<file path="src/rtl/cdb_arbiter_pkg.sv">
// Shared types and default sizing for the CDB arbiter.
// Holds the broadcast and ROB-completion packet layouts and the default
// requester/slot counts used as parameter defaults by cdb_arbiter.
package cdb_arbiter_pkg;

    // Functional-unit population feeding the CDB
    localparam int NUM_FU_ALU           = 3;
    localparam int NUM_FU_MULT          = 1;
    localparam int NUM_FU_LOAD          = 1;

    // Broadcast slots per cycle
    localparam int CDB_SZ               = 2;

    // Denied cycles before a requester is promoted to urgent
    localparam int CDB_ARB_STARVE_LIMIT = 4;

    // Field widths
    localparam int PRN_W                = 6;
    localparam int ROB_W                = 5;
    localparam int XLEN                 = 32;

    // Result broadcast to RS and PRF; dest_prn of 0 means "no broadcast"
    typedef struct packed {
        logic [PRN_W-1:0] dest_prn;
        logic [XLEN-1:0]  value;
    } CDB_PACKET;

    // Completion information for the ROB
    typedef struct packed {
        logic [ROB_W-1:0] robn;
        logic             executed;
        logic             branch_taken;
        logic [XLEN-1:0]  target_addr;
    } FU_ROB_PACKET;

    // Width of a counter that must hold 0..limit
    function automatic int cdb_cnt_width(input int limit);
        return (limit < 1) ? 1 : $clog2(limit + 1);
    endfunction

endpackage

</file>
<file path="src/rtl/cdb_arbiter_prio_slot_select.sv">
// Two-class priority encoder for CDB slot allocation.
// Slots are filled in order; each slot takes the lowest-index urgent
// requester still available, and only when no urgent requester remains does
// it fall back to the lowest-index valid one. Because urgent requesters are
// always preferred, all urgent winners occupy the low slots.
module prio_slot_select #(
    parameter int NUM_REQ = 5,
    parameter int SIZE    = 2
) (
    input  logic [NUM_REQ-1:0] valid,
    input  logic [NUM_REQ-1:0] urgent,
    output logic [NUM_REQ-1:0] slot_sel [SIZE],
    output logic [NUM_REQ-1:0] grant
);

    localparam logic [NUM_REQ-1:0] ONE = {{(NUM_REQ-1){1'b0}}, 1'b1};

    // Isolate the lowest set bit as a one-hot (zero when the input is zero)
    function automatic logic [NUM_REQ-1:0] lowest(input logic [NUM_REQ-1:0] x);
        return x & (~x + ONE);
    endfunction

    // Walk the slots, removing each winner from the candidate pool
    always_comb begin
        logic [NUM_REQ-1:0] avail;
        logic [NUM_REQ-1:0] urgent_avail;
        avail = valid;
        for (int k = 0; k < SIZE; k++) begin
            urgent_avail = avail & urgent;
            slot_sel[k]  = (|urgent_avail) ? lowest(urgent_avail) : lowest(avail);
            avail        = avail & ~slot_sel[k];
        end
        grant = valid & ~avail;
    end

endmodule

</file>
<file path="src/rtl/cdb_arbiter.sv">
// Common-data-bus arbiter.
// Grants up to SIZE completion requesters per cycle (fixed priority with
// starvation aging), returns the grant combinationally, and registers the
// granted packets onto the broadcast slots one cycle later.
module cdb_arbiter
    import cdb_arbiter_pkg::*;
#(
    parameter int NUM_REQ      = NUM_FU_ALU + NUM_FU_MULT + NUM_FU_LOAD,
    parameter int SIZE         = CDB_SZ,
    parameter int STARVE_LIMIT = CDB_ARB_STARVE_LIMIT
) (
    input  logic               clock,
    input  logic               reset,
    input  logic               squash,
    input  logic [NUM_REQ-1:0] req_valid,
    input  CDB_PACKET          req_cdb [NUM_REQ],
    input  FU_ROB_PACKET       req_rob [NUM_REQ],
    output logic [NUM_REQ-1:0] grant,
    output CDB_PACKET          cdb_output [SIZE],
    output FU_ROB_PACKET       fu_rob_packet [SIZE]
);

    localparam int              CNT_W   = cdb_cnt_width(STARVE_LIMIT);
    localparam logic [CNT_W-1:0] CNT_MAX = CNT_W'(STARVE_LIMIT);
    localparam int              CDB_W   = $bits(CDB_PACKET);
    localparam int              ROB_PW  = $bits(FU_ROB_PACKET);

    logic [CNT_W-1:0]   starve_cnt_reg  [NUM_REQ];
    logic [CNT_W-1:0]   starve_cnt_next [NUM_REQ];
    logic [NUM_REQ-1:0] urgent;
    logic [NUM_REQ-1:0] sel_grant;
    logic [NUM_REQ-1:0] slot_sel [SIZE];
    CDB_PACKET          cdb_next [SIZE];
    FU_ROB_PACKET       rob_next [SIZE];

    genvar gi;

    // Urgency and saturating age update, one lane per requester
    generate
        for (gi = 0; gi < NUM_REQ; gi++) begin : g_req
            assign urgent[gi] = req_valid[gi] && (starve_cnt_reg[gi] == CNT_MAX);
            assign starve_cnt_next[gi] =
                (req_valid[gi] && !grant[gi])
                    ? ((starve_cnt_reg[gi] == CNT_MAX) ? CNT_MAX
                                                       : starve_cnt_reg[gi] + CNT_W'(1))
                    : '0;
        end
    endgenerate

    prio_slot_select #(
        .NUM_REQ (NUM_REQ),
        .SIZE    (SIZE)
    ) u_select (
        .valid    (req_valid),
        .urgent   (urgent),
        .slot_sel (slot_sel),
        .grant    (sel_grant)
    );

    // Nothing is accepted while the pipeline is being reset or flushed
    assign grant = (reset || squash) ? '0 : sel_grant;

    // AND-OR slot muxes; an empty slot naturally yields an all-zero packet
    always_comb begin
        for (int k = 0; k < SIZE; k++) begin
            cdb_next[k] = '0;
            rob_next[k] = '0;
            for (int i = 0; i < NUM_REQ; i++) begin
                cdb_next[k] = cdb_next[k] | (req_cdb[i] & {CDB_W{slot_sel[k][i]}});
                rob_next[k] = rob_next[k] | (req_rob[i] & {ROB_PW{slot_sel[k][i]}});
            end
        end
    end

    // Broadcast registers and age counters; reset and squash both clear
    always_ff @(posedge clock) begin
        if (reset || squash) begin
            for (int k = 0; k < SIZE; k++) begin
                cdb_output[k]    <= '0;
                fu_rob_packet[k] <= '0;
            end
            for (int i = 0; i < NUM_REQ; i++) begin
                starve_cnt_reg[i] <= '0;
            end
        end else begin
            for (int k = 0; k < SIZE; k++) begin
                cdb_output[k]    <= cdb_next[k];
                fu_rob_packet[k] <= rob_next[k];
            end
            for (int i = 0; i < NUM_REQ; i++) begin
                starve_cnt_reg[i] <= starve_cnt_next[i];
            end
        end
    end

endmodule
</file>
<file path="config.mk">
export PLATFORM = sky130hd
export DESIGN_NAME = cdb_arbiter
export DESIGN_NICKNAME = d
export VERILOG_FILES = /design/src/rtl/cdb_arbiter_pkg.sv /design/src/rtl/cdb_arbiter_prio_slot_select.sv /design/src/rtl/cdb_arbiter.sv
export SDC_FILE = /design/constraint.sdc
export NUM_CORES = 1
export LEC_CHECK = 0
export CAP_MARGIN = 20
export CORE_AREA = 2 2 213 215
export CTS_CLUSTER_DIAMETER = 40
export CTS_CLUSTER_SIZE = 20
export DETAILED_ROUTE_END_ITERATION = 8
export DIE_AREA = 0 0 215 217
export PLACE_DENSITY = 0.45
export SLEW_MARGIN = 20
export SYNTH_ARGS = -nofsm -noshare
export SYNTH_HDL_FRONTEND = slang
export SYNTH_HIERARCHICAL = 1
export SYNTH_SLANG_ARGS = --single-unit
</file>
<file path="constraint.sdc">
create_clock -name clock -period 4.5 [get_ports clock]
set_input_delay 0.675 -clock clock [delete_from_list [all_inputs] [get_ports clock]]
set_output_delay 0.675 -clock clock [all_outputs]
set_load 0.05 [all_outputs]
</file>
==> metrics.md, run 1 <==
| Metric | Value |
|---|---|
| Outcome | finished, violations left |
| Violated checks | DRC |
| Pre-antenna DRT Iters | 9 |
| Max-cap violation count | 0 |
| CTS H-tree depth | 4 |
| Fin. Hold Viols | 0 |
| Die Wd | 215 um |
| Critical Path, Cell by Cell | clkdlybuf4s50_1 > and3_1 > a22o_1 > o21ai_0 > a21oi_1 > a21oi_1 > o31a_2 > and2_1 > clkdlybuf4s50_1 |
| Most frequent cells in the layout | clkdlybuf4s50_1 (547), dfxtp_1 (169), a222oi_1 (155), a22oi_1 (155), a21oi_1 (100) |
| Wirelength, routed | 51300 um |
| Initial antenna violation count | 11 |
| Pleak | 0.00515 uW |
| Placement Setup Slack | 0.573 ns |
| Clk slew on worst S/H paths | 0.07 ns |
| Most common cell after layout, fill and taps aside | clkdlybuf4s50_1 |
| Final WS setup | 0.561 ns |
| Die H | 217 um |
| Crit-path max FO | 9 |
| Synth Net Count | 1281 |
| Sequential element share of the synthesized area | 39.2% |
| Layout cells sized above 1 | 12.0% |
| Worst skew pair latency | 0.49 ns |
| Finished Layout Cells | 2003 |
| Max FFs per register | 78 |
| Max-slew headroom | 54.0% |
| Most used flip-flop cell after synthesis | dfxtp_1 |
| Vias in the first global route | 10800 |
| Clk sink count | 169 |
| I/O Pins | 552 |
| Synth top area share | 39.2% |
| CTS buffer count | 17 |
| Synthesis-to-finish area growth | 81.2% |
| TritonCTS clock tree | done |
| CP Capture Type | primary output |
| Final Wtd Congestion | 0.822 |
| CTS hold repair buffers | 0 |
| GR Overflow Total | 0 |
| Critical path's slowest cell | clkdlybuf4s50_1 |
| Site row count | 78 |
| FMAX | 254 MHz |
| Number of synthesized flops with an enable pin | 0 |
| Pwr Density | 285 nW/um^2 |
| Initial core utilization | 19.3% |
| Drt initial violations | 1357 |
| # Post-CTS Setup Buffers | 0 |
| Top post-synthesis cells by area | dfxtp_1 (39%), a222oi_1 (18%), a22oi_1 (13%) |
| Root buffer cell | clkbuf_16 |
| Vias per inst | 5.35 |
| Synth warn | 6 |
| Core Region | 44700 um^2 |
| Cts repair resizes | 0 |
| HP Class | flop to flop |
| Tightest Pin Transition | 0.690 ns |
| Crit share post-route | 87.5% |
| Longest Clk Path Bufs | 2 |
| Synthesized area per cell | 9.84 um^2 |
| Port bufs | 551 |
| First-pass GRT wire length | 72100 um |
| Vias | 10700 |
| DR WL/cell | 25.6 um |
| Dpl cells | 1965 |
| Dpl hpwl | 36500 um |
| Nets | 1787 |
| Overall global routing resource usage | 21.1% |
| Clock skew | 0.00849 ns |
| #FFs+latches synth | 169 |
| Max incr delay on CP | 0.69 ns |
| Min Tclk post-route | 3.94 ns |
| Synth area leader | dfxtp_1 |
| Worst endpoint required time | 3.83 ns |
| Netlist Area Pre-Place | 8640 um^2 |
| Setup TNS | 0 ns |
| Slew Viols, Final | 0 |
| Async SR Flop Fraction | 0% |
| Post-route ant nets | 0 |
| Number of library cell types mapped by synthesis | 47 |
| RSZ-0062 raised after global routing | no |
| Synth Instances | 878 |
| Peak supply drop | 0.234 mV |
| Worst Setup Path Type | input port to primary output |
| Startpoint Class | input port |
| Largest net degree at the start of global routing | 64 |
| Die Area | 46700 um^2 |
| Setup violations, final | 0 |
| Critical path arrival | 3.26 ns |
| Residual DRC count | 4 |
critical path, delay by kind of cell:
kind	cells	cell delay, ns
AO/OA/AOI/OAI	5	0.96
buffers and inverters	2	1.17
AND/OR/NAND/NOR	2	0.45
report_power, final:
part | internal (uW) | switching, uW | leakage [uW] | total (uW)
clock network | 924 | 692 | 0.000295 | 1620
logic | 595 | 663 | 0.00347 | 1260
registers | 1560 | 19.9 | 0.00138 | 1580
cell type report:
cell class / count / area (um^2)
Antenna cell: 8 / 20.0
Clock buffer: 23 / 488
Fill cell: 4637 / 29100
Tap cell: 600 / 751
Inverter: 18 / 67.6
Clock inverter: 7 / 116
Multi-Input combinational cell: 579 / 4660
Sequential cell: 169 / 3380
Timing Repair Buffer: 599 / 6150
metal layers:
metal | part of all wire [%] | global-route usage, % | vias to the layer above
li1 | - | - | 4749
met1 | 37 | 22.8 | 5207
met2 | 47 | 34.7 | 658
met3 | 11 | 9.11 | 95
met4 | 4.1 | 11.6 | 6
met5 | 0.066 | 0 | -
stage by stage:
step / power (uW) / instance area (um^2) / hold WS (ns) / utilization (%)
CTS: 4530 / 15600 / 0.454 / 35.0
global placement: 2870 / 15000 / 0.442 / 33.6
floorplan: 2180 / 8640 / 0.426 / -
global route: 4630 / 15600 / 0.464 / 35.0
finish: 4460 / 15600 / 0.452 / 35.0
detailed placement: 2880 / 15000 / 0.442 / 33.6
cells in the mapped netlist, types with 2 or more instances:
cell / n
dfxtp_1: 169
a222oi_1: 155
a22oi_1: 155
a21oi_1: 100
clkbuf_1: 63
a21oi_2: 60
buf_2: 25
buf_6: 20
inv_1: 18
nand2_1: 12
ha_1: 10
nor2_1: 10
o21ai_0: 7
and2_1: 6
a211oi_1: 5
a211oi_2: 5
and3_1: 5
and3b_1: 5
nor3_2: 5
or4b_4: 5
a21boi_0: 4
buf_4: 3
a221oi_1: 2
nand2b_1: 2
nand3_1: 2
nor2b_1: 2
nor3_1: 2
o22ai_1: 2
worst paths after layout:
path                   startpoint                   end  slack (ns)  cells after the start
max                  req_valid[3]              grant[1]        0.56                      9
min          starve_cnt_reg[0][9]  starve_cnt_reg[0][9]        0.45                      1
max reg2reg  starve_cnt_reg[0][3]        cdb_output[18]        1.14                     11
min reg2reg  starve_cnt_reg[0][9]  starve_cnt_reg[0][9]        0.45                      1
kinds of logic after synthesis:
kind of cell               Yosys count  synth area share, %
AOI/OAI and AO/OA                  504                 46.4
and+or+nand+nor                     63                 4.84
adders and majority gates           11                 1.56
xor gates and xnor gates             1                0.101
DFF                                169                 39.2
buffers and inverters              130                 7.90
(Power assumes the default switching activity.)
==> run 2, diff against run 1 <==
==> constraint.sdc (replaced) <==
create_clock -name clock -period 4.5 [get_ports clock]
set_input_delay 0.9 -clock clock [delete_from_list [all_inputs] [get_ports clock]]
set_output_delay 0.9 -clock clock [all_outputs]
set_load 0.05 [all_outputs]
==> metrics.md, run 2 (synthesized netlist as in run 1, its figures left out) <==
| Metric | Value |
|---|---|
| Largest net degree at the start of global routing | 58 |
| Die H | 217 um |
| Critical path arrival | 3.23 ns |
| Post-route ant nets | 0 |
| Vias in the first global route | 10600 |
| DR WL/cell | 25.8 um |
| Worst endpoint required time | 3.60 ns |
| R2r endpoint | cdb_output[28] |
| GR Overflow Total | 0 |
| Core Region | 44700 um^2 |
| Most frequent cells in the layout | clkdlybuf4s50_1 (546), dfxtp_1 (169), a222oi_1 (155), a22oi_1 (155), a21oi_1 (100) |
| Worst Setup Path Type | input port to primary output |
| TritonCTS clock tree | done |
| Finished Layout Cells | 1997 |
| I/O Pins | 552 |
| Site row count | 78 |
| Hold_sp | starve_cnt_reg[0][6] |
| Reg power frac | 35.3% |
| Layout cells sized above 1 | 11.8% |
| Max-cap violation count | 0 |
| Worst skew pair latency | 0.48 ns |
| Residual DRC count | 0 |
| Switch share | 30.9% |
| Peak supply drop | 0.225 mV |
| Setup violations, final | 0 |
| Initial antenna violation count | 9 |
| Overall global routing resource usage | 21.1% |
| Clk slew on worst S/H paths | 0.07 ns |
| Port bufs | 551 |
| Pre-antenna DRT Iters | 8 |
| Multi-input gate area in the final layout | 4660 um^2 |
| NetSw | 1390 uW |
| Dpl cells | 1959 |
| Drt initial violations | 1506 |
| Clk sink count | 169 |
| Most common cell after layout, fill and taps aside | clkdlybuf4s50_1 |
| Hold Path Stages | 1 |
| Cts repair resizes | 0 |
| Worst-case reg-to-reg path depth | 13 |
| Initial core utilization | 19.3% |
| Pwr Density | 288 nW/um^2 |
| Vias | 10700 |
| Synthesis-to-finish area growth | 80.3% |
| HP Class | flop to flop |
| Internal power | 3100 uW |
| FF/Latch Area | 3380 um^2 |
| Startpoint Class | input port |
| Vias per inst | 5.35 |
| Root buffer cell | clkbuf_16 |
| Longest Clk Path Bufs | 2 |
| Crit share post-route | 91.7% |
| FMAX | 242 MHz |
| CTS buffer count | 17 |
| Slew Viols, Final | 0 |
| CP Capture Type | primary output |
| CTS H-tree depth | 4 |
| Pleak | 0.00511 uW |
| Die Wd | 215 um |
| Launching point of the worst reg2reg path | starve_cnt_reg[0][3] |
| Worst R2R Setup Slack | 1.20 ns |
| Outcome | complete, no violations |
| Filler instances | 4652 |
| Hold endpoint | starve_cnt_reg[0][6] |
| Crit-path max FO | 8 |
| Util after Layout | 34.8% |
| Logic pwr share | 27.9% |
| Tightest Pin Transition | 0.811 ns |
| # Post-CTS Setup Buffers | 0 |
| Final Wtd Congestion | 0.831 |
| Nets | 1781 |
| Setup TNS | 0 ns |
| CTS hold repair buffers | 0 |
| Die Area | 46700 um^2 |
| First-pass GRT wire length | 72800 um |
| Max-slew headroom | 45.9% |
| Max FFs per register | 78 |
| Wirelength, routed | 51500 um |
| Clock skew | 0.00719 ns |
| Min Tclk post-route | 4.13 ns |
| Dpl hpwl | 35700 um |
| RSZ-0062 raised after global routing | no |
| Clock Power Share | 36.7% |
| Fin. Hold Viols | 0 |
-- run 2: cell types whose count changed in the layout (fill, tap and decap cells not counted), sizes merged --
cell / delta
bufinv: +1
clkinvlp: +1
diode: -2
clkdlybuf4s50: -1
clkinv: +2
buf: -5
clkbuf: -2
-- run 2: worst max path at each step --
stage / startpoint / to / slack [ns] / cells past startpoint
2_1_floorplan: req_valid[1] / grant[4] / 0.75 / 8
3_3_place_gp: req_valid[3] / grant[4] / 0.36 / 9
3_5_place_dp: req_valid[3] / grant[4] / 0.36 / 9
4_1_cts: req_valid[3] / grant[4] / 0.34 / 9
5_1_grt: req_valid[1] / grant[4] / 0.21 / 10
6_report: req_valid[1] / grant[0] / 0.37 / 9
-- run 2: power by group through the flow --
stage | Sequential [uW] | Combinational [uW] | Clock, uW
2_1_floorplan | 1850 | 326 | 0
3_3_place_gp | 1620 | 1250 | 0
3_5_place_dp | 1620 | 1250 | 0
4_1_cts | 1580 | 1260 | 1720
5_1_grt | 1590 | 1310 | 1770
6_report | 1580 | 1250 | 1650
-- run 2: through the flow --
step	hold WS (ns)	setup slack, ns	total power [uW]	cell area (um^2)
floorplan	0.426	0.752	2180	8640
global placement	0.441	0.364	2870	14900
detailed placement	0.449	0.359	2870	14900
CTS	0.458	0.344	4560	15600
global route	0.473	0.209	4670	15600
finish	0.456	0.373	4480	15600
-- run 2: layout make-up --
type,count,share of cell area (%)
Timing Repair Buffer,593,39.0
Multi-Input combinational cell,579,30.0
Sequential cell,169,21.7
Tap cell,600,4.82
Clock buffer,21,2.89
Clock inverter,11,1.10
Inverter,18,0.434
Antenna cell,6,0.0964
-- run 2: layer usage --
layer  global-route usage, %  part of all wire, %  vias to the layer above
li1                        -                    -                     4732
met1                    23.7                   38                     5247
met2                    36.2                   49                      637
met3                    8.78                   11                       55
met4                    6.90                  2.2                        6
met5                       0                0.082                        -
-- run 2: worst max-delay path, cell delays in order --
cell and delay [ns]:
clkdlybuf4s50_1 0.41, and3_1 0.27, a22oi_1 0.42, nand2_1 0.18, o21ai_0 0.22, nand2_1 0.11, a21boi_0 0.34, and2_1 0.23
buf_12 0.14
==> run 3, diff against run 2 <==
- MAX_ROUTING_LAYER: default -> met4
==> metrics.md, run 3 (synthesized netlist as in run 1, its figures left out) <==
| Metric | Value |
|---|---|
| Die H | 217 um |
| Util after Layout | 34.9% |
| Post-route ant nets | 0 |
| Outcome | finished, violations left |
| Clk sink count | 169 |
| Initial antenna violation count | 5 |
| # Post-CTS Setup Buffers | 0 |
| Top Layer Used | met4 |
| Nets | 1779 |
| CP Capture Type | primary output |
| Fin. Hold Viols | 0 |
| Crit share post-route | 91.4% |
| Reg power frac | 34.8% |
| Root buffer cell | clkbuf_16 |
| Setup TNS | 0 ns |
| Top delay family on crit path | simple AND/OR/NAND/NOR gates |
| Vias in the first global route | 10900 |
| CTS hold repair buffers | 0 |
| Worst endpoint required time | 3.60 ns |
| Placement Setup Slack | 0.360 ns |
| Peak supply drop | 0.257 mV |
| Max incr delay on CP | 0.51 ns |
| Min Tclk post-route | 4.11 ns |
| Most frequent cells in the layout | clkdlybuf4s50_1 (546), dfxtp_1 (169), a222oi_1 (155), a22oi_1 (155), a21oi_1 (100) |
| Pwr Density | 292 nW/um^2 |
| Met3 routed WL | 5060 um |
| Logic pwr share | 27.6% |
| Core Region | 44700 um^2 |
| WHS | 0.452 ns |
| Initial core utilization | 19.3% |
| Largest net degree at the start of global routing | 58 |
| Final Wtd Congestion | 0.823 |
| TritonCTS clock tree | done |
| Wirelength, routed | 51600 um |
| Vias | 10700 |
| Drt initial violations | 1284 |
| Vias per inst | 5.35 |
| Port bufs | 551 |
| Clock skew | 0.0158 ns |
| Longest Clk Path Bufs | 2 |
| Synthesis-to-finish area growth | 80.7% |
| Final WS setup | 0.385 ns |
| Violated checks | DRC |
| Startpoint Class | input port |
| Pleak | 0.00511 uW |
| Critical path's slowest cell | a221oi_1 |
| Dpl hpwl | 35600 um |
| Internal power | 3160 uW |
| Overall global routing resource usage | 21.9% |
| Die Wd | 215 um |
| Layout cells sized above 1 | 11.8% |
| Die Area | 46700 um^2 |
| M1 WL | 19800 um |
| Multi-input gate area in the final layout | 4660 um^2 |
| RSZ-0062 raised after global routing | no |
| Cts repair resizes | 0 |
| Worst skew pair latency | 0.49 ns |
| Max-cap violation count | 0 |
| Worst Path Buf+Inv | 2 |
| CTS buffer count | 17 |
| GR Overflow Total | 0 |
| Max FFs per register | 78 |
| DR WL/cell | 25.9 um |
| Switch share | 30.6% |
| Site row count | 78 |
| NetSw | 1390 uW |
| HP Class | flop to flop |
| Crit-path max FO | 9 |
| Clock Power Share | 37.6% |
| CTS H-tree depth | 4 |
| FMAX | 243 MHz |
| Max-slew headroom | 51.3% |
| Pwr Total | 4550 uW |
| Critical Path, Cell by Cell | clkdlybuf4s50_1 > and3_1 > a221oi_1 > a21oi_1 > nand2_1 > a31oi_1 > nor3b_1 > and2_1 > buf_12 |
| Pre-antenna DRT Iters | 9 |
| Slew Viols, Final | 0 |
| WL met2 | 25600 um |
| FF/Latch Area | 3380 um^2 |
| I/O Pins | 552 |
| Most common cell after layout, fill and taps aside | clkdlybuf4s50_1 |
| Clk slew on worst S/H paths | 0.07 ns |
| First-pass GRT wire length | 73700 um |
| Residual DRC count | 19 |
| Tightest Pin Transition | 0.730 ns |
| Filler instances | 4591 |
| Setup violations, final | 0 |
| Worst Setup Path Type | input port to primary output |
| Critical path arrival | 3.21 ns |
run 3: cell types whose count changed in the layout (fill, tap and decap cells not counted):
cell,delta
buf_12,+1
clkinv_2,-2
diode_2,-1
clkinv_4,-2
buf_4,-3
clkbuf_8,+4
clkbuf_1,-2
inv_6,+1
clkinvlp_4,+1
run 3: final cells by class:
type                    instances  area share (%)
diodes                          5          0.0802
clock buffers                  23            3.19
flip-flops and latches        169            21.7
clock inverters                 9            1.03
repair buffers                591            38.9
inverters                      18           0.433
well taps                     600            4.81
multi-input cells             579            29.9
run 3: path summary, 6_finish.rpt:
kind	startpoint	endpoint	slack [ns]	cells past startpoint
worst min-delay path	starve_cnt_reg[0][6]	starve_cnt_reg[0][6]	0.45	1
worst max-delay path	req_valid[3]	grant[4]	0.39	9
worst max register to register	starve_cnt_reg[0][9]	cdb_output[34]	1.25	12
worst min register to register	starve_cnt_reg[0][6]	starve_cnt_reg[0][6]	0.45	1
run 3: routing by layer:
metal	global-route usage [%]	vias up
met1	23.9	5283
met5	-	-
met4	7.45	0
met2	37.3	597
met3	7.73	59
li1	-	4725
run 3: per-stage QoR:
stage	cells	instance area, um^2
after floorplan	878	8640
after global routing	1994	15600
final	1994	15600
after CTS	1989	15600
after global placement	1957	14900
after detailed placement	1957	14900
run 3: power by group through the flow:
stage / sequential, uW / combinational [uW] / clock (uW)
after global placement: 1620 / 1250 / 0
after global routing: 1590 / 1320 / 1830
after floorplan: 1850 / 326 / 0
after CTS: 1580 / 1260 / 1780
final: 1580 / 1260 / 1710
after detailed placement: 1620 / 1250 / 0
